## src/rtl/neuron_pkg.sv

```systemverilog
// neuron_pkg: shared Q-format constants, FSM states and output saturation
package neuron_pkg;
  localparam int DATA_W = 8;
  localparam int FRAC_W = 4;
  localparam int ACC_W = 20;
  localparam logic signed [ACC_W-1:0] SAT_HI = ACC_W'((1 << (DATA_W-1)) - 1);
  localparam logic signed [ACC_W-1:0] SAT_LO = -SAT_HI - ACC_W'(1);
  typedef enum logic [1:0] {S_ACC, S_BIAS, S_OUT} state_t;
  function automatic logic signed [DATA_W-1:0] saturate(input logic signed [ACC_W-1:0] v);
    return v > SAT_HI ? DATA_W'(SAT_HI) : v < SAT_LO ? DATA_W'(SAT_LO) : v[DATA_W-1:0];
  endfunction
endpackage

```

## src/rtl/neuron_sat_round.sv

```systemverilog
// neuron_sat_round: bias add, optional round-half-up (NEURON_MAC_ROUND_EN), shift and saturate
module neuron_sat_round #(
  parameter int DATA_W = neuron_pkg::DATA_W,
  parameter int FRAC_W = neuron_pkg::FRAC_W,
  parameter int ACC_W = neuron_pkg::ACC_W
) (
  input logic signed [ACC_W-1:0] acc,
  input logic signed [DATA_W-1:0] bias,
  output logic signed [DATA_W-1:0] z
);
  import neuron_pkg::*;
  logic signed [ACC_W-1:0] sum, r;
  assign sum = acc + (ACC_W'(bias) <<< FRAC_W);
`ifdef NEURON_MAC_ROUND_EN
  assign r = (sum + ACC_W'(1 << (FRAC_W-1))) >>> FRAC_W;
`else
  assign r = sum >>> FRAC_W;
`endif
  assign z = saturate(r);
endmodule

```

## src/rtl/neuron_mac_accumulator.sv

```systemverilog
// neuron_mac_accumulator: serial x*w MAC plus bias to saturated Q3.4 z; NEURON_MAC_ROUND_EN selects round-half-up
module neuron_mac_accumulator #(
  parameter int N_INPUTS = 4,
  parameter int DATA_W = neuron_pkg::DATA_W,
  parameter int FRAC_W = neuron_pkg::FRAC_W,
  parameter int ACC_W = neuron_pkg::ACC_W
) (
  input logic clk,
  input logic rst_n,
  input logic in_valid,
  output logic in_ready,
  input logic signed [DATA_W-1:0] x_in,
  input logic signed [DATA_W-1:0] w_in,
  input logic signed [DATA_W-1:0] bias,
  output logic z_valid,
  input logic z_ready,
  output logic signed [DATA_W-1:0] z_value
);
  import neuron_pkg::*;
  localparam int CNT_W = N_INPUTS > 1 ? $clog2(N_INPUTS) : 1;
  state_t state_q, state_d;
  logic signed [2*DATA_W-1:0] prod;
  logic signed [ACC_W-1:0] acc_q, acc_d;
  logic [CNT_W-1:0] cnt_q, cnt_d;
  logic signed [DATA_W-1:0] z_q, z_d, z_sat;
  logic z_valid_q, z_valid_d, last;
  assign prod = (2*DATA_W)'(x_in) * (2*DATA_W)'(w_in);
  assign last = cnt_q == CNT_W'(N_INPUTS-1);
  assign in_ready = state_q == S_ACC;
  assign z_valid = z_valid_q;
  assign z_value = z_q;
  neuron_sat_round #(.DATA_W(DATA_W), .FRAC_W(FRAC_W), .ACC_W(ACC_W)) u_sat (
    .acc(acc_q),
    .bias(bias),
    .z(z_sat)
  );
  always_comb begin
    state_d = state_q;
    acc_d = acc_q;
    cnt_d = cnt_q;
    z_d = z_q;
    z_valid_d = z_valid_q;
    case (state_q)
      S_ACC: if (in_valid) begin
        acc_d = acc_q + ACC_W'(prod);
        cnt_d = last ? '0 : cnt_q + CNT_W'(1);
        state_d = last ? S_BIAS : S_ACC;
      end
      S_BIAS: begin
        z_d = z_sat;
        z_valid_d = 1'b1;
        state_d = S_OUT;
      end
      S_OUT: if (z_ready) begin
        z_valid_d = 1'b0;
        acc_d = '0;
        state_d = S_ACC;
      end
      default: state_d = S_ACC;
    endcase
  end
  always_ff @(posedge clk or negedge rst_n) begin
    if (!rst_n) begin
      state_q <= S_ACC;
      acc_q <= '0;
      cnt_q <= '0;
      z_q <= '0;
      z_valid_q <= 1'b0;
    end else begin
      state_q <= state_d;
      acc_q <= acc_d;
      cnt_q <= cnt_d;
      z_q <= z_d;
      z_valid_q <= z_valid_d;
    end
  end
endmodule
```

## config.mk

```make
export PLATFORM = sky130hd
export DESIGN_NAME = neuron_mac_accumulator
export DESIGN_NICKNAME = d
export VERILOG_FILES = /design/src/rtl/neuron_pkg.sv /design/src/rtl/neuron_sat_round.sv /design/src/rtl/neuron_mac_accumulator.sv
export SDC_FILE = /design/constraint.sdc
export NUM_CORES = 1
export LEC_CHECK = 0
export ABC_CLOCK_PERIOD_IN_PS = 14340
export CORE_MARGIN = 1.5
export CORE_UTILIZATION = 40
export DETAILED_ROUTE_END_ITERATION = 10
export SYNTH_ARGS = -nofsm -noshare
export SYNTH_HDL_FRONTEND = slang
export SYNTH_SLANG_ARGS = --single-unit
```

## constraint.sdc

```tcl
create_clock -name clk -period 14.34 [get_ports clk]
set_input_delay 1.434 -clock clk [delete_from_list [all_inputs] [get_ports clk]]
set_output_delay 1.434 -clock clk [all_outputs]
set_load 0.01 [all_outputs]
```

## Yosys cells after proc, flatten, opt, wreduce, memory -nomap -nowiden

Index checks and enable logic that the tools add are counted.

| cells by class | value |
|---|---|
| multiply operators | 1 |
| eq/ne operators | 5 |
| $lt $le $gt $ge | 2 |
| reduce and logical (&&, ||, !) cells | 7 |
| add/sub/neg operators | 3 |
| muxes and demuxes | 12 |

Operator list:

| cell | number |
|---|---|
| 20-bit two-way mux | 2 |
| 20-bit case mux with 2 select lines | 1 |
| 20-bit by 12-bit adder with 20-bit output | 1 |
| 20-bit by 16-bit adder with 20-bit output | 1 |
| 16-bit by 8-bit greater-than comparator with 1-bit output (second input constant) | 1 |
| 16-bit by 8-bit < comparator with 1-bit output (second input constant) | 1 |
| 8-bit by 8-bit multiplier with 16-bit output | 1 |
| 8-bit two-way mux | 2 |
| 2-bit two-way mux | 3 |
| 2-bit case mux with 3 select lines | 1 |
| 2-bit AND reduction | 3 |
| 2-bit == test (second input constant) | 2 |
| 2-bit != test (second input constant) | 2 |
| 2-bit nonzero test | 2 |
| 3-bit AND reduction | 1 |
| 2-bit by 1-bit adder with 2-bit output (second input constant) | 1 |
| 2-bit by 1-bit == test with 1-bit output (second input constant) | 1 |
| 2-bit zero test | 1 |
| 1-bit two-way mux | 2 |
| 1-bit case mux with 2 select lines | 1 |

| word-level totals | value |
|---|---|
| output and inout port bits | 10 |
| logic and storage cells | 35 |
| bits of input ports | 28 |
| register bits | 33 |

## Depth between registers and ports, before layout

Gate-level depths: netlist of the first run.

| logic depth | value |
|---|---|
| depth after elaboration | 4 |
| mapped depth | 21 |
| gate-level depth less buffers | 20 |

## By module

A second synthesis of the first run with hierarchy kept.

| unflattened totals | value |
|---|---|
| cells, all modules | 611 |
| area, all modules | 5908.2 µm² |

By module, submodules not included:

| module | cells each | sequential area each (µm²) | area an instance (µm²) | times used |
|---|---|---|---|---|
| neuron_mac_accumulator | 477 | 825.8 | 4844.6 | 1 |
| neuron_sat_round | 134 | 0.0 | 1063.5 | 1 |

## Least setup slack after synthesis of the first run

No wires, ideal clock.

| timing path | value |
|---|---|
| path kind | input to register |
| from | input w_in[0] |
| to | register acc_q[16] |
| path slack | 8.163 ns |
| library setup time | 0.095 ns |
| arrival | 6.081 ns |
| required time | 14.245 ns |
| stages | 16 |
| path buffers | 0 |
| cells stage by stage | and2_1 -> inv_1 -> fa_1 -> inv_1 -> fa_1 -> fa_1 -> fa_1 -> fa_1 -> ha_1 -> o21ai_0 -> a21oi_1 -> o21ai_0 -> a211oi_1 -> o311ai_0 -> a21oi_1 -> o31ai_1 |

| on the way | value |
|---|---|
| longest elaborated chain between the ends | 4 |

Ends and longest elaborated chain:

| item | RTL line | source |
|---|---|---|
| from (decl) | neuron_mac_accumulator.sv:13 | `input logic signed [DATA_W-1:0] w_in,` |
| 8-bit by 8-bit multiplier with 16-bit output | neuron_mac_accumulator.sv:27 | `assign prod = (2*DATA_W)'(x_in) * (2*DATA_W)'(w_in);` |
| 20-bit by 16-bit adder with 20-bit output | neuron_mac_accumulator.sv:45 | `acc_d = acc_q + ACC_W'(prod);` |
| 20-bit two-way mux | neuron_mac_accumulator.sv:44 | `S_ACC: if (in_valid) begin` |
| 20-bit case mux with 2 select lines | neuron_mac_accumulator.sv:43 | `case (state_q)` |
| to (signal assigned) | neuron_mac_accumulator.sv:65 | `acc_q <= '0;` |
| to (signal assigned) | neuron_mac_accumulator.sv:71 | `acc_q <= acc_d;` |
| to (decl) | neuron_mac_accumulator.sv:23 | `logic signed [ACC_W-1:0] acc_q, acc_d;` |

Every way passes these cells. The select of a mux whose other input is x is not followed.
A chain may end at the register's enable or synchronous reset.

## Worst setup path in the final report of the first run

Same ends and word-level chain as after synthesis.

==> metrics.md, run 1 <==
| Metric | Value |
|---|---|
| Antenna violations before repair | `0` |
| Crit path capture | `acc_q[16]` |
| Root Driver | `clkbuf_16` |
| Synth cell types | `53` |
| Cell Area, Synth | `5763 sq um` |
| Clock slew at reported path FFs | `50 ps` |
| Post-synthesis xor/xnor area fraction | `3.951%` |
| Commonest non-fill, non-tap cell in the layout | `inv_1` |
| Setup crit start kind | `input pin` |
| Layout Area Growth over Synthesis | `12.35%` |
| Synth Area in Adders | `44.38%` |
| Sequential area share after synthesis | `14.33%` |
| Largest family of logic cells by synthesized area | `adder cells` |
| Gr ovfl total | `0` |
| Max_cap viols | `0` |
| Maximum clock frequency | `140.0 MHz` |
| Clk Latency, worst-skew pair | `280 ps` |
| Syn Area/Cell | `9.280 sq um` |
| Ys async rst share | `100.0%` |
| Status | `completed` |
| Simple-gate share of the synthesized area | `15.46%` |
| Post-DP HPWL | `10.18 mm` |
| Share of layout cells above drive strength 1 | `2.731%` |
| Vias in the first global route | `4,582` |
| CP Capture Type | `flop` |
| Hold Buf Count CTS | `0` |
| IO Pins | `38` |
| Fillers | `1,367` |
| Antenna viol nets, final | `0` |
| CTS tree | `built` |
| Initial Util | `41.20%` |
| Die area | `15,140 sq um` |
| Syn nets | `800` |
| Unrepaired setup endpoints after global routing | `no` |
| FF-to-FF End | `acc_q[16]` |
| Row cnt | `43` |
| Cts repair resizes | `0` |
| H-tree depth | `2` |
| Iteration count of the initial detailed-routing pass | `4` |
| Worst min path class | `flop to flop` |
| PortBufs | `37` |
| Post-synth EDFFs | `0` |
| Die height | `123.0 um` |
| Die Wd | `123.0 um` |
| Avg Vias per Cell | `5.154` |
| R2R Path Start | `acc_q[6]` |
| Bufs on Longest Clock Path | `2` |
| DR WL/cell | `14.22 um` |
| Actual slew at the worst max-slew pin | `781.8 ps` |
| GP Congestion | `0.8254` |
| Post-synthesis compound-gate area fraction | `13.63%` |
| Worst R2R Setup Slack | `9130 ps` |
| Largest net degree at the start of global routing | `34` |
| DR vias | `4,324` |
| Worst Path Max Fanout | `13` |
| WL final | `11.93 mm` |
| Total GRT Usage | `17.37%` |
| Most frequent cells in the layout | `inv_1 (104), fa_1 (89), ha_1 (62), nand2_1 (59), clkdlybuf4s50_1 (37)` |
| Fin. Hold Viols | `0` |
| Setup crit start | `w_in[0]` |
| Post-CTS Setup Inserts | `0` |
| Clock sinks | `33` |
| Kind of critical path | `input pin to flop` |
| DR DRC count | `0` |
| Final period util | `49.82%` |
| TritonCTS Buffers | `5` |
| Final setup TNS | `0 ps` |
| Top FF cell, synth | `dfrtp_1` |
| Register-to-Register Path Depth | `18` |
| Initial DRC Count | `164` |
| Fin nets | `837` |
| Ys Warns | `0` |
| Core Region | `13,990 sq um` |
| Worst slew margin | `47.88%` |
| First-pass GRT wire length | `20.96 mm` |
| Mux cell area share after synthesis | `0.6947%` |
| Worst EP arrival | `7330 ps` |
| Final min period | `7145 ps` |
| Worst Path Required | `14,520 ps` |
| Final Max Tran Viols | `0` |
| Antenna cells | `0` |
| Layout Skew | `4.725 ps` |
| Post-Synthesis Cells | `621` |
| Final setup fails | `0` |
| #FFs+latches synth | `33` |
## critical path, stage by stage
cell and delay (ps):
clkdlybuf4s50_1 620, and2_1 630, inv_1 140, fa_1 520
inv_1 50, fa_1 510, fa_1 440, fa_1 580
fa_1 430, ha_1 330, o21ai_0 110, a21oi_1 120
o21ai_0 310, a211oi_1 190, o311ai_0 510, a21oi_1 140
o31ai_1 240
## logic make-up after synthesis
logic type / Yosys count
multiplexers: 4
AND/OR/NAND/NOR: 179
buffers and inverters: 114
AO/OA/AOI/OAI: 114
XOR/XNOR: 26
flip-flops: 33
adder cells (fa/ha/maj): 151
## layer usage
metal,track usage [%],vias to the layer above,share of wire [%]
met4,2.658,0,0.80
met1,22.74,2160,45
li1,-,2113,-
met3,2.583,8,2.2
met2,31.01,43,52
met5,0,-,0
## state kept, by name, indices dropped and copies added (netlist names)
register / cells
cnt_q: 2
z_valid: 1
z_value: 8
acc_q: 20
state_q: 2
## final cells by class
type | instances | area [sq um] | area share (%)
Clock buffer | 5 | 125.1 | 1.932
Clock inverter | 3 | 17.52 | 0.2705
Inverter | 105 | 394.1 | 6.087
Multi-Input combinational cell | 474 | 4502 | 69.53
Sequential cell | 33 | 825.8 | 12.75
Tap cell | 180 | 225.2 | 3.478
Timing Repair Buffer | 39 | 385.4 | 5.952
## synth_stat cells (7+ instances only)
master,number,share of area (%)
clkbuf_1,7,0.46
inv_1,104,6.8
dfrtp_1,33,14
fa_1,89,31
nand3_1,7,0.61
xor2_1,13,2.0
a211oi_1,10,1.3
nand2_1,59,3.8
nor3_1,13,1.1
a21oi_1,31,2.7
xnor2_1,13,2.0
ha_1,62,13
a21o_1,10,1.3
nor2_1,30,2.0
o21ai_0,21,1.8
and2_1,35,3.8
## how the worst min path moves through the flow
stage          startpoint  endpoint  slack [ps]  cells past startpoint
6_report         cnt_q[1]  cnt_q[1]         490                      2
5_1_grt          cnt_q[1]  cnt_q[1]         530                      2
4_1_cts          cnt_q[1]  cnt_q[1]         490                      2
3_5_place_dp     cnt_q[1]  cnt_q[1]         480                      2
3_3_place_gp     cnt_q[1]  cnt_q[1]         460                      2
2_1_floorplan    cnt_q[1]  cnt_q[1]         450                      2
## stage by stage
stage          hold WS (ps)  instances  instance area, sq um  utilization [%]  setup slack [ps]
6_report              489.2        839                  6475            46.29              7195
5_1_grt               530.8        839                  6475            46.29              6852
4_1_cts               488.5        839                  6475            46.29              7274
3_5_place_dp          476.4        831                  6332            45.27              6973
3_3_place_gp          462.9        831                  6332            45.27              7200
2_1_floorplan         449.8        621                  5763                -              8163
Power of run 1 is left out: the tool's default activity adds up to more than one toggle a clock period on the data nets, which glitch-free logic cannot reach.
==> run 2: changes to the inputs <==
- ABC_CLOCK_PERIOD_IN_PS: 14340 -> 6100
- clock period: 14.34 -> 6.1 ns (I/O delays scaled with it)
==> run 2 against run 1 <==
Against the previous run: final cell count up 0.83%; global-route usage down 0.29 points; count of clock-buffer cells in the layout unchanged; clock skew up 3.1 ps; register-to-register slack worse by 8100 ps; sequential share of layout area down 0.10 points; design area up 0.81%; core utilization up 0.38 points; first-iteration DRC count down 12%; setup slack worse by 6800 ps; critical path type unchanged; critical endpoint unchanged.
==> metrics.md, run 2 (same netlist as run 1, synthesis figures left out) <==
| Metric | Value |
|---|---|
| Die area | `15,140 sq um` |
| Final period util | `92.84%` |
| Avg Vias per Cell | `5.194` |
| Layout Skew | `7.793 ps` |
| Worst hold path startpoint | `cnt_q[1]` |
| Fin. Hold Viols | `0` |
| Worst EP arrival | `5850 ps` |
| Placed instance area | `6385 sq um` |
| Final min period | `5663 ps` |
| Status | `completed` |
| Core Region | `13,990 sq um` |
| Bufs on Longest Clock Path | `2` |
| Max FFs per register | `20` |
| Largest net degree at the start of global routing | `34` |
| Antenna cells | `0` |
| Vias in the first global route | `4,430` |
| H-tree depth | `2` |
| IO Pins | `38` |
| Kind of critical path | `input pin to flop` |
| Final setup TNS | `0 ps` |
| DR WL/cell | `14.23 um` |
| Final WS setup | `436.7 ps` |
| Max_cap viols | `0` |
| Worst Path Required | `6280 ps` |
| Iteration count of the initial detailed-routing pass | `4` |
| DR vias | `4,394` |
| WL final | `12.04 mm` |
| Fin nets | `844` |
| Cell area after layout | `6528 sq um` |
| R2R Path Start | `acc_q[4]` |
| Root Driver | `clkbuf_16` |
| Die height | `123.0 um` |
| GP Congestion | `0.8474` |
| Actual slew at the worst max-slew pin | `599.4 ps` |
| Row cnt | `43` |
| TritonCTS Buffers | `5` |
| CP max-delay cell | `clkdlybuf4s50_1` |
| Setup crit start kind | `input pin` |
| DR DRC count | `0` |
| Unrepaired setup endpoints after global routing | `no` |
| Maximum clock frequency | `176.6 MHz` |
| Share of layout cells above drive strength 1 | `3.754%` |
| PortBufs | `37` |
| Most frequent cells in the layout | `inv_1 (104), fa_1 (89), ha_1 (62), nand2_1 (59), clkdlybuf4s50_1 (37)` |
| Register with the most flip-flops | `acc_q` |
| Layout Area Growth over Synthesis | `13.27%` |
| Worst R2R Setup Slack | `1040 ps` |
| Clock slew at reported path FFs | `60 ps` |
| Final Max Tran Viols | `0` |
| Critical Path, Cell by Cell | `clkdlybuf4s50_1, nand2_1, fa_1, inv_1, fa_1, ha_1, inv_1, fa_1, inv_1, ha_1, ha_1, inv_1, fa_1, nor2b_1, o21ai_0, a21oi_1, o21ai_1, a211oi_1, o311ai_0, and3_1, o31ai_1` |
| Worst slew margin | `59.01%` |
| Final setup fails | `0` |
| Clock sinks | `33` |
| Clk Latency, worst-skew pair | `280 ps` |
| CTS tree | `built` |
| Total GRT Usage | `17.07%` |
| Pre-CTS setup slack | `80.04 ps` |
| Initial DRC Count | `144` |
| Crit path buf inv count | `5` |
| First-pass GRT wire length | `20.51 mm` |
| Worst min path class | `flop to flop` |
| Antenna viol nets, final | `0` |
| CP Capture Type | `flop` |
| Antenna violations before repair | `0` |
| Post-DP HPWL | `10.31 mm` |
| Initial Util | `41.20%` |
| Crit-path leading delay family | `adder cells` |
| Commonest non-fill, non-tap cell in the layout | `inv_1` |
| Gr ovfl total | `0` |
| Worst Path Max Fanout | `8` |
| Setup crit start | `x_in[3]` |
| Die Wd | `123.0 um` |
| Crit-path max cell delay | `640 ps` |
-- run 2: changes by cell type in the layout (fill, tap and decap cells not counted) --
cell,delta
o21ai_0,-1
buf_4,+7
o21ai_1,+1
-- run 2: timing repair --
item / 4_1_cts / 5_1_grt
resized for setup: 0 / 1
endpoints found under the hold margin: 0 / 0
hold buffers: 0 / 0
setup endpoints to repair: 0 / 1
setup buffers: 0 / 0
-- run 2: final timing paths --
path | endpoint | cells past startpoint
worst max-delay path | acc_q[16] | 21
min in group asynchronous | z_value[7] | 2
max in group asynchronous | acc_q[15] | 2
worst min register to register | cnt_q[1] | 2
worst max register to register | acc_q[16] | 20
worst min-delay path | cnt_q[1] | 2
-- run 2: metal layers --
metal,vias up,GRT usage [%],part of all wire [%]
met5,-,0,0
li1,2144,-,-
met4,0,3.807,1.7
met2,53,29.72,51
met1,2180,22.27,44
met3,17,2.906,2.7
-- run 2: area by class of cell --
cell class	instances	area, sq um
clock inverter	3	17.52
tap	180	225.2
clock buffer	5	125.1
timing repair buffer	46	437.9
fill	1372	7461
multi-input combinational	474	4502
inverter	105	394.1
sequential	33	825.8
-- run 2: stage by stage --
| stage | cells | hold WS (ps) | utilization [%] |
|---|---|---|---|
| CTS | 846 | 498.8 | 46.66 |
| floorplan | 621 | 314.4 | - |
| finish | 846 | 493.9 | 46.66 |
| global route | 846 | 517.8 | 46.66 |
| global placement | 838 | 463.5 | 45.64 |
| detailed placement | 838 | 483.5 | 45.64 |
-- run 2: worst reg2reg max path: stages, from the launching register on --
cell	delay, ps
dfrtp_1	380
inv_1	90
fa_1	530
inv_1	50
fa_1	450
ha_1	300
inv_1	60
fa_1	530
inv_1	40
ha_1	270
ha_1	180
inv_1	60
fa_1	390
nor2b_1	130
o21ai_0	110
a21oi_1	210
o21ai_1	120
a211oi_1	390
o311ai_0	230
and3_1	230
o31ai_1	190
Power of run 2 is left out for the same reason.
